==> config.mk <==
export PLATFORM = sky130hd
export DESIGN_NAME = bus_grant_scheduler
export DESIGN_NICKNAME = d
export VERILOG_FILES = /design/src/rtl/bus_sched_pkg.sv /design/src/rtl/grant_watchdog.sv /design/src/rtl/bus_grant_scheduler.sv
export SDC_FILE = /design/constraint.sdc
export NUM_CORES = 1
export LEC_CHECK = 0
export CORE_MARGIN = 4
export CORE_UTILIZATION = 58
export CTS_BUF_LIST = sky130_fd_sc_hd__clkbuf_8
export CTS_CLUSTER_DIAMETER = 150
export DETAILED_ROUTE_END_ITERATION = 8
export DONT_BUFFER_PORTS = 1
export GPL_TIMING_DRIVEN = 0
export MAX_ROUTING_LAYER = met4
export PLACE_DENSITY = 0.76
export RECOVER_POWER = 50
export SYNTH_ARGS = -nofsm -noshare
export SYNTH_HDL_FRONTEND = slang
export SYNTH_SLANG_ARGS = --single-unit
==> constraint.sdc <==
create_clock -name clk -period 1.4 [get_ports clk]
set_input_delay 0.21 -clock clk [delete_from_list [all_inputs] [get_ports clk]]
set_output_delay 0.21 -clock clk [all_outputs]
set_load 0.01 [all_outputs]
==> src/rtl/bus_sched_pkg.sv <==
// Shared types for the bus grant scheduler: FSM states and bus-owner encoding.
package bus_sched_pkg;

   typedef enum logic [1:0] {
      IDLE = 2'd0,
      BUSY = 2'd1,
      TURN = 2'd2
   } state_e;

   // Doubles as the bus mux select; encoding 3 is never produced.
   typedef enum logic [1:0] {
      OWN_NONE = 2'd0,
      OWN_M1   = 2'd1,
      OWN_M2   = 2'd2
   } owner_e;

endpackage

==> src/rtl/grant_watchdog.sv <==
// Tenure watchdog: counts cycles of an active grant and flags the last allowed one.
module grant_watchdog #(
   parameter int TIMEOUT = 64
) (
   input  logic clk,
   input  logic rstn,
   input  logic clear,
   input  logic enable,
   output logic expire
);

   generate
      if (TIMEOUT == 0) begin : g_off
         // Watchdog disabled: never expires; inputs intentionally ignored.
         logic w_unused;
         assign w_unused = clk ^ rstn ^ clear ^ enable;
         assign expire   = 1'b0;
      end else begin : g_on
         localparam int CW = $clog2(TIMEOUT + 1);
         logic [CW-1:0] r_cnt;

         // Count grant cycles; a new tenure restarts from zero.
         always_ff @(posedge clk or negedge rstn) begin
            if (!rstn)       r_cnt <= '0;
            else if (clear)  r_cnt <= '0;
            else if (enable) r_cnt <= r_cnt + 1'b1;
         end

         // Counter value TIMEOUT-1 marks the final permitted grant cycle.
         assign expire = enable && (r_cnt == CW'(TIMEOUT - 1));
      end
   endgenerate

endmodule

==> src/rtl/bus_grant_scheduler.sv <==
// Two-master bus ownership scheduler: round-robin arbitration, split parking
// with priority resume, and watchdog revocation of over-long tenures.
module bus_grant_scheduler
   import bus_sched_pkg::*;
#(
   parameter int TIMEOUT = 64
) (
   input  logic       clk,
   input  logic       rstn,
   input  logic       m1_breq,
   input  logic       m2_breq,
   input  logic       slave_split,
   output logic       m1_bgrant,
   output logic       m2_bgrant,
   output logic       m1_split,
   output logic       m2_split,
   output logic [1:0] owner,
   output logic       timeout_err
);

   state_e r_state, w_state_nxt;
   owner_e r_owner, w_owner_nxt;
   owner_e r_last,  w_last_nxt;
   owner_e r_pend,  w_pend_nxt;
   owner_e w_win;
   logic   r_m1_split, w_m1_split_nxt;
   logic   r_m2_split, w_m2_split_nxt;
   logic   r_split_q;
   logic   r_tmo, w_tmo_nxt;

   logic   w_split_rise;
   logic   w_own_breq;
   logic   w_m1_elig, w_m2_elig;
   logic   w_wd_clear, w_wd_en, w_expire;

   assign w_split_rise = slave_split && !r_split_q;
   assign w_own_breq   = (r_owner == OWN_M1) ? m1_breq : m2_breq;

   // A parked master stays out of arbitration until its split flag drops.
   assign w_m1_elig = m1_breq && !((r_pend == OWN_M1) && r_m1_split);
   assign w_m2_elig = m2_breq && !((r_pend == OWN_M2) && r_m2_split);

   assign w_wd_clear = (r_state == IDLE) && (w_win != OWN_NONE);
   assign w_wd_en    = (r_state == BUSY);

   grant_watchdog #(.TIMEOUT(TIMEOUT)) u_wd (
      .clk    (clk),
      .rstn   (rstn),
      .clear  (w_wd_clear),
      .enable (w_wd_en),
      .expire (w_expire)
   );

   // Next-state, arbitration and split bookkeeping.
   always_comb begin
      w_state_nxt    = r_state;
      w_owner_nxt    = r_owner;
      w_last_nxt     = r_last;
      w_pend_nxt     = r_pend;
      w_m1_split_nxt = r_m1_split;
      w_m2_split_nxt = r_m2_split;
      w_tmo_nxt      = 1'b0;
      w_win          = OWN_NONE;

      // Slave ready again: release the parked master's split flag.
      if (!slave_split) begin
         if (r_pend == OWN_M1) w_m1_split_nxt = 1'b0;
         if (r_pend == OWN_M2) w_m2_split_nxt = 1'b0;
      end
      // Parked master gave up its request: forget the split entirely.
      if ((r_pend == OWN_M1) && !m1_breq) begin
         w_pend_nxt     = OWN_NONE;
         w_m1_split_nxt = 1'b0;
      end
      if ((r_pend == OWN_M2) && !m2_breq) begin
         w_pend_nxt     = OWN_NONE;
         w_m2_split_nxt = 1'b0;
      end

      case (r_state)
         IDLE: begin
            if ((r_pend == OWN_M1) && !r_m1_split && m1_breq)      w_win = OWN_M1;
            else if ((r_pend == OWN_M2) && !r_m2_split && m2_breq) w_win = OWN_M2;
            else if (w_m1_elig && !w_m2_elig)                      w_win = OWN_M1;
            else if (w_m2_elig && !w_m1_elig)                      w_win = OWN_M2;
            else if (w_m1_elig && w_m2_elig)
               w_win = (r_last == OWN_M1) ? OWN_M2 : OWN_M1;

            if (w_win != OWN_NONE) begin
               w_state_nxt = BUSY;
               w_owner_nxt = w_win;
               w_last_nxt  = w_win;
               if (r_pend == w_win) w_pend_nxt = OWN_NONE;
            end
         end
         BUSY: begin
            // Split wins over release and watchdog in the same cycle.
            if (w_split_rise && (r_pend == OWN_NONE)) begin
               w_state_nxt = TURN;
               w_owner_nxt = OWN_NONE;
               w_pend_nxt  = r_owner;
               if (r_owner == OWN_M1) w_m1_split_nxt = 1'b1;
               if (r_owner == OWN_M2) w_m2_split_nxt = 1'b1;
            end else if (!w_own_breq) begin
               w_state_nxt = TURN;
               w_owner_nxt = OWN_NONE;
            end else if (w_expire) begin
               w_state_nxt = TURN;
               w_owner_nxt = OWN_NONE;
               w_tmo_nxt   = 1'b1;
            end
         end
         TURN:    w_state_nxt = IDLE;
         default: w_state_nxt = IDLE;
      endcase
   end

   // State and registered-output update.
   always_ff @(posedge clk or negedge rstn) begin
      if (!rstn) begin
         r_state    <= IDLE;
         r_owner    <= OWN_NONE;
         r_last     <= OWN_M2;
         r_pend     <= OWN_NONE;
         r_m1_split <= 1'b0;
         r_m2_split <= 1'b0;
         r_split_q  <= 1'b0;
         r_tmo      <= 1'b0;
      end else begin
         r_state    <= w_state_nxt;
         r_owner    <= w_owner_nxt;
         r_last     <= w_last_nxt;
         r_pend     <= w_pend_nxt;
         r_m1_split <= w_m1_split_nxt;
         r_m2_split <= w_m2_split_nxt;
         r_split_q  <= slave_split;
         r_tmo      <= w_tmo_nxt;
      end
   end

   // Grants decode the owner register, so they move together and never overlap.
   assign m1_bgrant   = (r_owner == OWN_M1);
   assign m2_bgrant   = (r_owner == OWN_M2);
   assign owner       = r_owner;
   assign m1_split    = r_m1_split;
   assign m2_split    = r_m2_split;
   assign timeout_err = r_tmo;

endmodule

==> results of run 1 <==
[worst paths after layout]
kind	endpoint	slack, ns	depth (start not counted)
max	r_pend[1]	-0.15	6
min	m2_split	0.22	3
max reg2reg	r_pend[1]	-0.15	6
min reg2reg	r_last[1]	0.50	2
max in group asynchronous	owner[1]	0.34	1
min in group asynchronous	u_wd.g_on.r_cnt[5]	0.50	1
[cell families after synthesis]
kind of cell	share of synthesized area (%)
DFF	43.2
xor gates and xnor gates	1.59
AOI/OAI and AO/OA	21.8
muxes	1.02
buffers and inverters	4.53
and+or+nand+nor	26.8
adders and majority gates	1.13
[stage by stage]
step           util [%]  total power [mW]  hold WS, ns
2_1_floorplan         -              1.54      -0.0856
3_3_place_gp       65.0              1.70      -0.0852
3_5_place_dp       65.0              1.75      -0.0852
4_1_cts            76.3              2.35        0.200
5_1_grt            81.3              2.71        0.224
6_report           81.3              2.56        0.223
[sequential cells by signal, indices dropped and copies added (netlist names)]
signal / count
m1_split: 1
m2_split: 1
owner: 2
r_last: 2
r_pend: 2
r_split_q: 1
r_state: 2
timeout_err: 1
u_wd.g_on.r_cnt: 7
[cells in the final DEF (no fill, tap or decap), types with 3 or more instances in the layout]
cell type,n
inv_1,4
buf_4,15
clkbuf_8,3
a31oi_1,3
buf_2,4
nor2b_1,3
dfrtp_1,12
o21ai_0,5
nor2_1,7
o31ai_1,3
nand2b_1,4
dfrtp_2,6
nand2_1,12
a22o_1,3
[power breakdown]
| group | switching [mW] | internal (mW) |
|---|---|---|
| logic | 0.626 | 0.558 |
| clock network | 0.183 | 0.198 |
| registers | 0.255 | 0.738 |
| total | 1.06 | 1.49 |
[final cells by class]
cell class	count	area (um^2)	share of cell area, %
multi-input cells	88	679	47.3
flip-flops and latches	19	484	33.7
repair buffers	19	143	9.94
clock buffers	3	41.3	2.88
plain buffers	5	36.3	2.53
well taps	25	31.3	2.18
inverters	4	15.0	1.05
clock inverters	1	5.00	0.349
[cell usage after synthesis, types with 2 or more instances]
master,instances
buf_6,2
clkbuf_1,2
dfrtp_1,18
nor2b_1,3
a21oi_1,4
nand2b_1,4
nor2_1,9
xnor2_1,2
a21o_1,2
inv_1,4
a31oi_1,4
and2_1,3
nand4bb_1,2
nand2_1,13
nand3_1,5
o21ai_0,6
o31ai_1,3
o211ai_1,2
a22o_1,3
[what timing repair did]
item / 4_1_cts / 5_1_grt
hold endpoints to repair: 20 / 0
hold buffers: 2 / 0
resized for setup: 14 / 14
setup endpoints to repair: 10 / 15
pin swaps: 11 / 17
cloned: 1 / 1
buffers inserted: 10 / 7
[critical path, stage by stage (launching register included)]
cell,delay [ns]
dfrtp_1,0.43
buf_6,0.16
nor4b_4,0.33
buf_4,0.17
and2_4,0.14
nand2_1,0.07
a32oi_1,0.16
[layer usage]
metal  global-route usage (%)  up-vias  share of wire, %
li1                         -      477                 -
met4                     11.8        0               2.0
met3                     5.16        9               9.4
met5                        -        -                 0
met1                     32.0      511                42
met2                     36.4       73                46
==> results by group, run 1 <==
STA
  – Final period util: 111%
  – Slew Limit Headroom: 44.4%
  – Final Worst Setup Slack: -0.154 ns
  – Setup_tns: -0.791 ns
  – Unrepaired setup endpoints after global routing: yes
  – Least-Margin Pin Slew: 0.831 ns
  – Crit path time final: 1.55 ns
  – Fin Clk Skew: 0.000717 ns
  – Fmax: 643 MHz
  – Final hold vios: 0
  – Endpoints failing setup: 11
  – Slew Viols, Final: 0

GRT
  – Total GRT Usage: 24.6%
  – Largest net degree at the start of global routing: 20
  – First-pass GRT wire length: 4770 um
  – Initial antenna violation count: 0
  – Vias in the first global route: 1017
  – Gr ovfl total: 0

Setup path
  – RR Startpoint: r_pend[0]
  – CP startpoint: r_pend[0]
  – Critical Path RT: 1.57 ns
  – Critical path class: reg -> reg
  – Startpoint Class: register
  – Arr. time, crit path: 1.72 ns
  – Crit path max fanout: 5
  – Crit end category: register

Clock tree
  – CTS buffer count: 3
  – CTS root buffer: clkbuf_8
  – CTS H-tree lvls: 1
  – Clock Latency Late Sink: 0.26 ns
  – TritonCTS Sinks: 19
  – CTS clk-pin slew, worst paths: 0.07 ns
  – Clock Path Buffers: 2
  – CTS tree: built

Synthesis
  – Mapped cell area: 0.00110 mm^2
  – Warnings from Yosys: 0
  – Post-synth EDFFs: 0
  – Share of the synthesized area in the top cell type: 40.8%
  – Synth area leader: dfrtp_1
  – Mean area per synthesized cell: 9.51 um^2
  – Post-synth ARST share: 100%
  – Dominant synthesized flop cell: dfrtp_1
  – Post-Syn Instances: 116
  – Synth unique cells: 44
  – Post-synthesis sequential area ratio: 43.2%
  – Register bit total from synthesis: 19
  – Ranking of synthesized cells by area: dfrtp_1 41%, nand2_1 4.4%, nor2_1 3.1%, o21ai_0 2.7%, dfstp_2 2.4%
  – Post-Syn Nets: 122

Run status
  – Status: complete, but fails checks
  – Failing checks: negative setup slack

Floorplanning
  – Die height: 51.6 um
  – Die Wd: 51.6 um
  – Die area: 0.00266 mm^2
  – I/O pins: 12
  – Row cnt: 15
  – Core region area: 0.00176 mm^2
  – Initial core utilization: 62.6%

Pwr
  – Max VDD drop: 1160 uV
  – Leak pwr: 0.606 nW
  – P per Cell Area: 1780 mW/mm^2

Min path
  – Hold Crit Start: slave_split
  – Type of the most critical hold path: in -> reg

Placed design
  – GP Congestion: 0.804
  – Dpl ws: -0.254 ns
  – # port buffers: 0
  – Final HPWL DP: 1800 um
  – Placed cell area: 0.00115 mm^2
  – DP Cell Count: 141

Detailed routing
  – DR vias/cell: 6.52
  – Routed via count: 1070
  – Drt first pass iters: 5
  – Number of DRC markers in iteration 0: 57
  – Drt wl/cell: 18.7 um
  – Detail Route Antenna Nets: 0
  – Drc violations: 0
  – Final WL: 3070 um

Flow run
  – Max-cap viol count: 0

Finish
  – Number of nets in the layout: 146
  – Design area: 0.00144 mm^2
  – P&R area growth vs syn: 30.0%
  – Ant. Diodes: 0
  – Layout Cells excl Fill: 164
  – Fill cell count: 103
  – Share of layout cells above drive strength 1: 37.4%
Power figures use the tool's default switching activity.
==> run 2: changes to the inputs <==
--- a/config.mk
+++ b/config.mk
@@ -5,7 +5,8 @@
 export SDC_FILE = /design/constraint.sdc
 export NUM_CORES = 1
 export LEC_CHECK = 0
-export CORE_MARGIN = 4
+export CAP_MARGIN = 20
+export CORE_MARGIN = 2
 export CORE_UTILIZATION = 58
 export CTS_BUF_LIST = sky130_fd_sc_hd__clkbuf_8
 export CTS_CLUSTER_DIAMETER = 150
==> run 2 against run 1 <==
Effect of this change: the run still ends with negative setup slack left; hold slack worse by 0.0063 ns; count of clock-buffer cells in the layout stayed put; combinational power is 6% lower; die area is 15% lower; cell count is 4.3% lower; non-clock buffer count is 7 lower; via count is 7.9% lower; critical path type unchanged; clock skew is 0.0027 ns higher; clock power is 3% lower; sequential power hardly changed; critical endpoint is now u_wd.g_on.r_cnt[5].
==> results by group, run 2 (synthesis results as in run 1) <==
Detailed routing
  – Detail Route Antenna Nets: 0 (unchanged)
  – Final WL: 2770 um (-10%)
  – DR vias/cell: 6.27 (-3.8%)
  – Drt wl/cell: 17.6 um (-5.9%)
  – Routed via count: 985 (-7.9%)
  – Drc violations: 0 (unchanged)
  – Drt first pass iters: 4 (-1)
  – Number of DRC markers in iteration 0: 57 (unchanged)

Floorplanning
  – Initial core utilization: 62.6% (unchanged)
  – Die height: 47.6 um (-7.7%)
  – Die area: 0.00227 mm^2 (-15%)
  – Die Wd: 47.6 um (-7.7%)
  – Core region area: 0.00176 mm^2 (unchanged)
  – I/O pins: 12 (unchanged)
  – Row cnt: 15 (unchanged)

Clock tree
  – CTS H-tree lvls: 1 (unchanged)
  – TritonCTS Sinks: 19 (unchanged)
  – Clock Path Buffers: 2 (unchanged)
  – CTS buffer count: 3 (unchanged)
  – Clock Latency Late Sink: 0.26 ns (about the same)
  – CTS tree: built
  – CTS root buffer: clkbuf_8
  – CTS clk-pin slew, worst paths: 0.07 ns (about the same)

STA
  – Crit path time final: 1.53 ns (-0.0197 ns)
  – Fin Clk Skew: 0.00339 ns (+0.00267 ns)
  – Setup_tns: -1.12 ns (-0.328 ns)
  – Final hold vios: 0 (unchanged)
  – Unrepaired setup endpoints after global routing: yes
  – Endpoints failing setup: 13 (+2)
  – Least-Margin Pin Slew: 0.900 ns (+0.0691 ns)
  – Fmax: 652 MHz (+1.3%)
  – Slew Viols, Final: 0 (unchanged)
  – Final Worst Setup Slack: -0.135 ns (+0.0197 ns)
  – Final period util: 110% (-1.4 points)
  – Slew Limit Headroom: 39.8% (-4.6 points)
  – Hold Slack: 0.217 ns (-0.00633 ns)

GRT
  – Vias in the first global route: 892 (-12%)
  – Gr ovfl total: 0 (unchanged)
  – Initial antenna violation count: 0 (unchanged)
  – First-pass GRT wire length: 4230 um (-11%)
  – Largest net degree at the start of global routing: 20 (unchanged)
  – Total GRT Usage: 28.5% (+3.9 points)

Run status
  – Status: complete, but fails checks
  – Failing checks: negative setup slack

Finish
  – Share of layout cells above drive strength 1: 32.6% (-4.8 points)
  – Ant. Diodes: 0 (unchanged)
  – P&R area growth vs syn: 27.1%
  – Commonest non-fill, non-tap cell in the layout: dfrtp_1
  – Number of flip-flops in the largest register: 7 (unchanged)
  – Number of nets in the layout: 139 (-4.8%)
  – Layout Cells excl Fill: 157 (-4.3%)
  – Final design utilization: 79.5% (-1.8 points)
  – Commonest non-fill, non-tap cells in the layout: 15 x dfrtp_1, 12 x nand2_1, 8 x buf_4
  – Most flops, register: u_wd.g_on.r_cnt

Setup path
  – Crit path max fanout: 6 (+1)
  – Reg2reg path depth: 5 (-1)
  – Startpoint Class: register
  – CP Buf/Inv Count: 1 (-1)
  – Critical Path RT: 1.55 ns (-0.02 ns)
  – Critical path's slowest cell: dfrtp_1
  – CP delay by family, top: compound AO/OA/AOI/OAI gates
  – Stages on worst setup path: 5 (-1)
  – Critical path's largest stage delay: 0.52 ns (+0.09 ns)
  – CP Cell Sequence: nand3b_1, a211oi_2, buf_4, o31ai_1, o41ai_1
  – Crit end category: register
  – Critical path class: reg -> reg
  – Arr. time, crit path: 1.69 ns (-0.03 ns)

Placed design
  – DP Cell Count: 141 (unchanged)
  – Final HPWL DP: 1660 um (-7.4%)
  – # port buffers: 0 (unchanged)
  – GP Congestion: 0.875 (+8.8%)

Pwr
  – Max VDD drop: 1290 uV (+11%)
  – Final Total Pwr: 2.48 mW (-3.0%)
  – P per Cell Area: 1770 mW/mm^2 (-0.72%)
  – Leak pwr: 0.577 nW (-4.8%)

Min path
  – Type of the most critical hold path: in -> reg
  – WHS Path Cells: 3 (unchanged)

Flow run
  – Max-cap viol count: 0 (unchanged)
run 2: cell types whose count changed in the layout (fill, tap and decap cells not counted), moves of 2 or more:
cell     before  now
dfrtp_2       6    3
dfrtp_1      12   15
buf_6         2    4
buf_2         4    2
buf_4        15    8
run 2: routing by layer:
| layer | track usage, % | up-vias | share of wire, % |
|---|---|---|---|
| met5 | - | - | 0 |
| met4 | 8.11 | 0 | 1.1 |
| met3 | 8.68 | 6 | 6.9 |
| met2 | 43.5 | 36 | 47 |
| met1 | 36.7 | 483 | 45 |
| li1 | - | 460 | - |
run 2: layout make-up:
cell class              count  area, um^2
well taps                  25        31.3
clock inverters             1        3.75
flip-flops and latches     19         480
inverters                   4        15.0
repair buffers             12         103
fillers                   114         362
plain buffers               5        36.3
clock buffers               3        41.3
multi-input cells          88         692
run 2: repair_timing:
item                       CTS  global route
setup endpoints to repair   11            17
hold endpoints to repair    20             0
buffers inserted             8             3
gates resized for setup     12            19
pin swaps                   10            13
hold buffers                 2             0
gates cloned                 0             0
run 2: worst min-delay path: cells and delay by family:
kind | cells | cell delay [ns]
AOI/OAI and AO/OA | 1 | 0.13
and+or+nand+nor | 2 | 0.10
run 2: worst paths after layout:
check | startpoint | end | slack, ns
setup / recovery | m2_split | u_wd.g_on.r_cnt[5] | -0.13
hold / removal | slave_split | m2_split | 0.22
setup reg to reg | m2_split | u_wd.g_on.r_cnt[5] | -0.13
hold reg to reg | u_wd.g_on.r_cnt[6] | u_wd.g_on.r_cnt[6] | 0.48
max in group asynchronous | rstn | r_pend[1] | 0.26
min in group asynchronous | rstn | u_wd.g_on.r_cnt[6] | 0.52
run 2: where the power goes:
group	leakage (nW)	total, mW	internal, mW	switching, mW
logic	0.308	1.11	0.534	0.576
registers	0.243	1.00	0.730	0.272
clock network	0.0269	0.370	0.195	0.175
total	0.577	2.48	1.46	1.02
run 2: metrics by stage:
step                      setup slack, ns  cell area (um^2)
after floorplan                    -0.124              1120
after global placement             -0.208              1150
after detailed placement           -0.214              1150
after CTS                          -0.131              1320
after global routing               -0.249              1400
final                              -0.135              1400
